**src/rtl/decoder3_8_pulse.sv**
```systemverilog
// 3-to-8 decoder that turns each accepted code into a timed one-hot pulse.
// A pulse lasts PULSE_LEN cycles. It is followed by GAP_LEN forced all-zero
// cycles before the next code can be accepted. Dropping en aborts the
// pulse or gap and returns the block to IDLE.
module decoder3_8_pulse #(
  parameter int PULSE_LEN = 4,  // 1..15
  parameter int GAP_LEN   = 1   // 0..15
) (
  input  logic       clk,
  input  logic       rst_n,
  input  logic       en,
  input  logic       in_valid,
  input  logic [2:0] in_code,
  output logic       in_ready,
  output logic [7:0] out,
  output logic       out_valid,
  output logic       busy
);

  typedef enum logic [1:0] {
    IDLE  = 2'd0,
    DRIVE = 2'd1,
    GAP   = 2'd2
  } state_t;

  // Counter reload values; the down-counter expires when it reaches zero.
  localparam logic [3:0] PULSE_LOAD = 4'(PULSE_LEN - 1);
  localparam logic [3:0] GAP_LOAD   = (GAP_LEN > 0) ? 4'(GAP_LEN - 1) : 4'd0;

  state_t     state_q, state_d;
  logic [3:0] cnt_q, cnt_d;
  logic [7:0] out_q, out_d;
  logic       out_valid_q, out_valid_d;

  // Binary code to one-hot bit position.
  function automatic logic [7:0] onehot(input logic [2:0] code);
    onehot = 8'd1 << code;
  endfunction

  // Handshake and status come straight from the current state.
  always_comb begin
    in_ready  = (state_q == IDLE) && en;
    busy      = (state_q != IDLE);
    out       = out_q;
    out_valid = out_valid_q;
  end

  // Next-state logic. A low en wins over counter expiry in DRIVE and GAP.
  always_comb begin
    state_d     = state_q;
    cnt_d       = cnt_q;
    out_d       = out_q;
    out_valid_d = out_valid_q;
    case (state_q)
      IDLE: begin
        if (en && in_valid) begin
          state_d     = DRIVE;
          cnt_d       = PULSE_LOAD;
          out_d       = onehot(in_code);
          out_valid_d = 1'b1;
        end else begin
          state_d     = IDLE;
          cnt_d       = 4'd0;
          out_d       = 8'h00;
          out_valid_d = 1'b0;
        end
      end
      DRIVE: begin
        if (!en) begin
          state_d     = IDLE;
          cnt_d       = 4'd0;
          out_d       = 8'h00;
          out_valid_d = 1'b0;
        end else if (cnt_q == 4'd0) begin
          out_d       = 8'h00;
          out_valid_d = 1'b0;
          if (GAP_LEN > 0) begin
            state_d = GAP;
            cnt_d   = GAP_LOAD;
          end else begin
            state_d = IDLE;
            cnt_d   = 4'd0;
          end
        end else begin
          cnt_d = cnt_q - 4'd1;
        end
      end
      GAP: begin
        if (!en || (cnt_q == 4'd0)) begin
          state_d     = IDLE;
          cnt_d       = 4'd0;
          out_d       = 8'h00;
          out_valid_d = 1'b0;
        end else begin
          cnt_d = cnt_q - 4'd1;
        end
      end
      default: begin
        state_d     = IDLE;
        cnt_d       = 4'd0;
        out_d       = 8'h00;
        out_valid_d = 1'b0;
      end
    endcase
  end

  // FSM state, counter and registered outputs; reset clears everything at once.
  always_ff @(posedge clk or negedge rst_n) begin
    if (!rst_n) begin
      state_q     <= IDLE;
      cnt_q       <= 4'd0;
      out_q       <= 8'h00;
      out_valid_q <= 1'b0;
    end else begin
      state_q     <= state_d;
      cnt_q       <= cnt_d;
      out_q       <= out_d;
      out_valid_q <= out_valid_d;
    end
  end

endmodule
```
**config.mk**
```make
export PLATFORM = sky130hd
export DESIGN_NAME = decoder3_8_pulse
export DESIGN_NICKNAME = d
export VERILOG_FILES = /design/src/rtl/decoder3_8_pulse.sv
export SDC_FILE = /design/constraint.sdc
export NUM_CORES = 1
export LEC_CHECK = 0
export CORE_AREA = 2 2 39 41
export CTS_BUF_LIST = sky130_fd_sc_hd__clkbuf_4
export CTS_CLUSTER_DIAMETER = 100
export DETAILED_ROUTE_END_ITERATION = 16
export DIE_AREA = 0 0 41 43
export GPL_TIMING_DRIVEN = 0
export PLACE_DENSITY = 0.9
export SYNTH_ARGS = -nofsm -noshare
export SYNTH_HDL_FRONTEND = slang
export SYNTH_SLANG_ARGS = --single-unit
export TNS_END_PERCENT = 10
```
**constraint.sdc**
```tcl
create_clock -name clk -period 5.4 [get_ports clk]
set_clock_uncertainty 0.2 [all_clocks]
set_input_delay 0.81 -clock clk [delete_from_list [all_inputs] [get_ports clk]]
set_output_delay 0.81 -clock clk [all_outputs]
set_load 0.05 [all_outputs]
```
## Word-level counts from Yosys, hierarchy flattened

Cells that the tools add are included.

| cells by class | value |
|---|---|
| multiplexer cells | 20 |
| reductions and logical operators | 8 |
| equal/unequal tests | 4 |
| shift-type cells | 1 |
| $add $sub $neg | 1 |

Operators by type and width:

| cell | count |
|---|---|
| 2-to-1 mux 8 bit | 4 |
| case mux 8 bit (3 select lines) | 1 |
| 2-to-1 mux 4 bit | 3 |
| case mux 4 bit (3 select lines) | 1 |
| 2-to-1 mux 2 bit | 4 |
| << shifter 1 x 3 -> 8 bit (first input constant) | 1 |
| case mux 2 bit (3 select lines) | 1 |
| 2-to-1 mux 1 bit | 5 |
| zero test 4 bit | 1 |
| subtractor 4 x 1 -> 4 bit (second input constant) | 1 |
| inequality test 3 bit (second input constant) | 1 |
| case mux 1 bit (3 select lines) | 1 |
| equality test 2 x 1 -> 1 bit (second input constant) | 1 |
| equality test 2 bit (second input constant) | 1 |
| logical AND 1 bit | 2 |
| zero test 2 bit | 1 |
| inequality test 2 bit (second input constant) | 1 |
| AND reduction 2 bit | 1 |
| nonzero test 2 bit | 1 |
| zero test 1 bit | 1 |
| logical OR 1 bit | 1 |

| word-level totals | value |
|---|---|
| output and inout bits | 11 |
| register bits | 15 |
| bits of input ports | 7 |

## Depth between registers and ports, before layout

Gate-level depths: netlist of the first run.

| logic depth | value |
|---|---|
| word-level depth | 4 |
| depth in mapped cells | 6 |

## Worst setup path before layout of the first run

No wires, ideal clock.

| timing path | value |
|---|---|
| kind | register -> output |
| start | reg state_q[0] |
| end | out in_ready |
| cell stages (with the launch flop) | 4 |
| setup slack | 2.799 ns |
| arrival time | 1.591 ns |
| path through | dfrtp_1 -> clkbuf_2 -> or2_2 -> nor2_1 |

| between the ends | value |
|---|---|
| longest elaborated chain between the ends | 2 |

Ends and longest elaborated chain:

| what | RTL line | text |
|---|---|---|
| from (decl) | 30 | `state_t state_q, state_d;` |
| from (signal assigned) | 115 | `state_q <= state_d;` |
| zero test 2 bit | 42 | `in_ready = (state_q == IDLE) && en;` |
| logical AND 1 bit | 42 |  |
| to (decl) | 14 | `output logic in_ready,` |

No other way between the ends.

## Final worst setup path of the first run

| timing path | value |
|---|---|
| start | in en |
| end | out in_ready |

| between the ends | value |
|---|---|
| longest elaborated chain between the ends | 1 |

Ends and longest elaborated chain:

| what | RTL line | text |
|---|---|---|
| from (decl) | 11 | `input logic en,` |
| logical AND 1 bit | 42 |  |

No other way between the ends.

==> flow_summary.yaml, run 1 <==
routing:
  drtAntennaViolNets: 0
  drcViolationCount: 0
  wl_per_cell_um: 13.2
  first_pass_iters: 4
  routed_wl_mm: 1.27
  vias_per_cell: 5.41
  drtIter0Drc: 11
  vias: 519
power:
  power_frac_clock_pct: 24.4
  ir_drop_uv: 145
  internal-power_w: 0.000188
  p_comb_share_pct: 29.7
  cellLeakagePower_nw: 0.401
  power_density_nw_per_um2: 309
  sw_frac_of_total_pct: 31.7
  p_seq_share_pct: 45.9
  p_sw_w: 0.0000874
synthesis:
  yosysTopAreaCellShare_pct: 56.0
  syn_nets: 67
  yosys_warnings: 0
  synth_cell_types: 25
  seq_area_frac_synth_pct: 56.0
  postSynthCellCount: 59
  synth_top_area_cell: "dfrtp_1"
  ys_ff_latch: 15
  synth_edf_count: 0
  synthTopCellsByArea: "dfrtp_1 56%, a32o_1 6.0%, inv_1 4.5%, o32ai_1 3.9%, nor2_1 2.8%"
  synth-async-reset-ratio_pct: 100
  avgSynthCellArea_um2: 11.4
  synthFlopType: "dfrtp_1"
  synth.cell_area_um2: 671
final_layout:
  nFillCells: 118
  mostFrequentLayoutCells: "17 x clkdlybuf4s50_1, 15 x dfrtp_1, 8 x inv_1"
  fin_area_um2: 891
  drive_gt1_share_pct: 10.0
  areaGrowthSynthToFinish_pct: 32.8
  final_common_cell: "clkdlybuf4s50_1"
  nets: 89
  n_antenna_cell: 0
global_routing:
  antenna_found_initial: 0
  grt_pass1_vias: 469
  grt_max_degree: 16
  grt_pass1_wl_mm: 1.95
  grtUsageTotal_pct: 16.5
  gr-total-overflow: 0
clocking:
  clock_path_buffers: 2
  post_cts_resized: 0
  cts.sinks: 15
  cts_setup_buffers: 0
  clk_pin_slew_ns: 0.09
  cts_tree: "yes"
  root_buffer: "clkbuf_4"
  cts_htree_levels: 1
  numCtsBuffers: 3
  clk_latency_ns: 0.27
  hold_buffers: 0
worst_setup_path:
  worstPathRequired_ns: 4.39
  r2r_setup_slack_ns: 3.56
  worst_setup_path_end_kind: "primary output"
  start_kind: "primary input"
  path_cells: "clkdlybuf4s50_1 > inv_1 > nor2_1 > clkdlybuf4s50_1"
  worst_ep_arrival_time_ns: 2.37
  max_stage_delay_ns: 0.80
  cp_slowest_cell: "clkdlybuf4s50_1"
  crit_fanout: 7
  crit_top_cell: "clkdlybuf4s50_1"
  path_class: "primary input to primary output"
timing:
  worst_pin_slew_ns: 0.641
  hold_violations: 0
  rsz0062_at_grt: "no"
  max_freq_ghz: 0.296
  drv_slew: 0
  fin_tns_setup_ns: 0
  min_period_ns: 3.38
  relSlewSlack_pct: 57.1
  worst_slack_ns: 2.02
  setup_viol: 0
  post-route-period-util_pct: 62.6
floorplanning:
  ios: 18
  start_util_pct: 48.5
  placementRows: 14
  die_h_um: 43
  core_um2: 1380
  die_area_um2: 1760
  die_x_um: 41
status:
  status: "finished clean"
run:
  cap_viol_max_count: 0
placed_design:
  dp.final_hpwl_um: 932
  pre_cts_ws_ns: 2.02
  gp_congestion: 0.783
  place_area_um2: 861
  port_buffers: 17
hold_path:
  worstHoldPathType: "flip-flop to flip-flop"
[registers in the layout, indices dropped and copies added (netlist names)]
name	cells
cnt_q	4
out	8
out_valid	1
state_q	2
[area by class of cell]
cell class / instances / area [µm²] / area share, %
Tap cell: 16 / 20.0 / 2.25
Multi-Input combinational cell: 34 / 249 / 27.9
Clock buffer: 4 / 30.0 / 3.37
Inverter: 8 / 30.0 / 3.37
Buffer: 2 / 16.3 / 1.83
Timing Repair Buffer: 17 / 170 / 19.1
Sequential cell: 15 / 375 / 42.1
[through the flow]
step	cells	util [%]	hold slack, ns	total power, W
after floorplan	59	-	0.263	0.000184
after global placement	92	62.2	0.260	0.000208
after CTS	96	64.4	0.288	0.000278
final	96	64.4	0.283	0.000276
after detailed placement	92	62.2	0.268	0.000210
after global routing	96	64.4	0.312	0.000292
[final timing paths]
path,from,end,cells after the start
hold reg to reg,out_valid,out_valid,1
min in group asynchronous,rst_n,state_q[0],1
hold / removal,out_valid,out_valid,1
max in group asynchronous,rst_n,out[7],1
setup / recovery,en,in_ready,4
setup reg to reg,cnt_q[0],out[4],6
[cell families after synthesis]
kind of cell / Yosys count / synth area share, %
buffers and inverters: 10 / 6.90
AND/OR/NAND/NOR: 17 / 15.1
AO/OA/AOI/OAI: 13 / 16.2
XOR/XNOR: 3 / 3.92
flip-flops: 15 / 56.0
adder cells (fa/ha/maj): 1 / 1.87
[cell usage after synthesis (2+ instances only)]
cell and instances:
nand2_1 3, a32o_1 4, inv_1 8, nor2_1 5, dfrtp_1 15, o21ai_0 2
xnor2_1 2, o32ai_1 3
[metal layers]
layer	up-vias	wire length [µm]	track usage [%]
met5	-	0	0
met4	0	19	10.0
met3	2	49	3.14
met2	13	607	25.6
met1	248	588	19.9
li1	256	-	-
[critical path, delay by kind of cell]
| family | cells | cell delay, ns |
|---|---|---|
| AND/OR/NAND/NOR | 1 | 0.10 |
| buffers and inverters | 3 | 1.46 |
[power by group through the flow]
stage / logic, W / clock network [W] / registers [W]
after floorplan: 0.0000488 / 0 / 0.000136
after global placement: 0.0000794 / 0 / 0.000129
after detailed placement: 0.0000812 / 0 / 0.000129
after CTS: 0.0000826 / 0.0000692 / 0.000127
after global routing: 0.0000901 / 0.0000738 / 0.000128
final: 0.0000817 / 0.0000673 / 0.000127
Note: power is estimated with default switching activity, not from simulation.
==> inputs of run 2 (changes only) <==
--- a/config.mk
+++ b/config.mk
@@ -5,13 +5,13 @@
 export SDC_FILE = /design/constraint.sdc
 export NUM_CORES = 1
 export LEC_CHECK = 0
-export CORE_AREA = 2 2 39 41
+export CORE_MARGIN = 2
+export CORE_UTILIZATION = 43
 export CTS_BUF_LIST = sky130_fd_sc_hd__clkbuf_4
 export CTS_CLUSTER_DIAMETER = 100
 export DETAILED_ROUTE_END_ITERATION = 16
-export DIE_AREA = 0 0 41 43
 export GPL_TIMING_DRIVEN = 0
-export PLACE_DENSITY = 0.9
+export PLACE_DENSITY = 0.82
 export SYNTH_ARGS = -nofsm -noshare
 export SYNTH_HDL_FRONTEND = slang
 export SYNTH_SLANG_ARGS = --single-unit
==> constraint.sdc (replaced) <==
create_clock -name clk -period 2.75 [get_ports clk]
set_clock_uncertainty 0.2 [all_clocks]
set_input_delay 0.4125 -clock clk [delete_from_list [all_inputs] [get_ports clk]]
set_output_delay 0.4125 -clock clk [all_outputs]
set_load 0.05 [all_outputs]
==> flow_summary.yaml, run 2 (synthesis gave the netlist of run 1 again) <==
status:
  status: "finished clean"
timing:
  worst_slack_ns: 0.151
  min_period_ns: 2.60
  worst_pin_slew_ns: 0.665
  setup_viol: 0
  hold_violations: 0
  relSlewSlack_pct: 55.5
  max_freq_ghz: 0.385
  fin_tns_setup_ns: 0
  post-route-period-util_pct: 94.5
  drv_slew: 0
  rsz0062_at_grt: "no"
clocking:
  post_cts_resized: 0
  clk_pin_slew_ns: 0.09
  hold_buffers: 0
  cts_setup_buffers: 0
  cts_htree_levels: 1
  root_buffer: "clkbuf_4"
  numCtsBuffers: 3
  cts_tree: "yes"
  cts.sinks: 15
  clk_latency_ns: 0.28
  clock_path_buffers: 2
worst_setup_path:
  start_kind: "primary input"
  crit_start: "en"
  worst_ep_arrival_time_ns: 1.99
  path_class: "primary input to primary output"
  worstRegToRegCells: 6
  worst_setup_path_end_kind: "primary output"
  worstPathRequired_ns: 2.14
  r2r_start: "cnt_q[0]"
  crit_fanout: 7
final_layout:
  nFillCells: 118
  drive_gt1_share_pct: 10.0
  largest_reg_flops: 8
  final_common_cell: "clkdlybuf4s50_1"
  n_antenna_cell: 0
  areaGrowthSynthToFinish_pct: 32.5
  nets: 89
  mostFrequentLayoutCells: "17 x clkdlybuf4s50_1, 15 x dfrtp_1, 8 x inv_1"
placed_design:
  pre_cts_ws_ns: 0.145
  gp_congestion: 0.805
  port_buffers: 17
  dp.final_hpwl_um: 929
run:
  cap_viol_max_count: 0
global_routing:
  grt_pass1_vias: 497
  grtUsageTotal_pct: 15.0
  grt_max_degree: 16
  grt_pass1_wl_mm: 2.09
  gr-total-overflow: 0
  antenna_found_initial: 0
floorplanning:
  placementRows: 14
  ios: 18
  core_um2: 1490
  die_h_um: 43.5
  start_util_pct: 45.0
  die_x_um: 43.5
  die_area_um2: 1890
hold_path:
  holdPathStages: 1
  worstHoldPathType: "flip-flop to flip-flop"
  holdCritStartpoint: "out_valid"
routing:
  vias_per_cell: 5.34
  routed_wl_mm: 1.25
  first_pass_iters: 4
  vias: 513
  wl_per_cell_um: 13.1
  drcViolationCount: 0
  drtAntennaViolNets: 0
  drtIter0Drc: 8
power:
  power_density_nw_per_um2: 597
  ir_drop_uv: 337
  cellLeakagePower_nw: 0.400
[run 2: routing by layer]
metal | track usage (%) | vias up | wire (µm)
met5 | 0 | - | 0
met4 | 9.09 | 0 | 9
met3 | 2.92 | 2 | 52
met2 | 23.6 | 11 | 597
met1 | 19.1 | 244 | 595
li1 | - | 256 | -
[run 2: worst paths after layout]
kind	to	slack (ns)
setup / recovery	in_ready	0.15
hold reg to reg	out_valid	0.28
min in group asynchronous	out[6]	0.33
max in group asynchronous	cnt_q[2]	1.59
setup reg to reg	out[6]	0.92
hold / removal	out_valid	0.28
[run 2: report_power, final]
group | leakage (nW) | internal, W | total, W | switching [W]
logic | 0.178 | 0.0000664 | 0.000160 | 0.0000936
clock network | 0.0177 | 0.0000539 | 0.000122 | 0.0000678
registers | 0.205 | 0.000237 | 0.000249 | 0.0000120
[run 2: worst max-delay path, cell delays in order]
cell	delay (ns)
clkdlybuf4s50_1	0.59
inv_1	0.09
nor2_1	0.10
clkdlybuf4s50_1	0.80
[run 2: final cells by class]
| class | count | area, µm² | share of cell area [%] |
|---|---|---|---|
| buffer | 2 | 16.3 | 1.83 |
| clock buffer | 3 | 22.5 | 2.54 |
| timing repair buffer | 17 | 170 | 19.2 |
| sequential | 15 | 375 | 42.3 |
| inverter | 8 | 30.0 | 3.38 |
| multi-input combinational | 34 | 249 | 28.0 |
| tap | 16 | 20.0 | 2.25 |
| clock inverter | 1 | 5.00 | 0.563 |
[run 2: stage by stage]
stage	std cells	power [W]	utilization [%]	hold slack (ns)	instance area, µm²
2_1_floorplan	59	0.000362	-	-0.0831	671
3_3_place_gp	92	0.000409	57.8	0.258	861
3_5_place_dp	92	0.000413	57.8	0.267	861
4_1_cts	96	0.000542	59.7	0.288	888
5_1_grt	96	0.000563	59.7	0.300	888
6_report	96	0.000530	59.7	0.283	888
==> inputs of run 3 (changes only) <==
==> constraint.sdc (replaced) <==
create_clock -name clk -period 2.75 [get_ports clk]
set_clock_uncertainty 0.2 [all_clocks]
set_input_delay 0.275 -clock clk [delete_from_list [all_inputs] [get_ports clk]]
set_output_delay 0.275 -clock clk [all_outputs]
set_load 0.05 [all_outputs]
==> results of run 3 <==
Same layout as run 2 (identical final DEF). Status: finished clean.
Main changes from that run: setup slack after placement 0.145 ns -> 0.420 ns; setup slack after layout 0.151 ns -> 0.299 ns; hold slack 0.283 ns -> 0.195 ns; start point of the critical path en -> state_q[0]
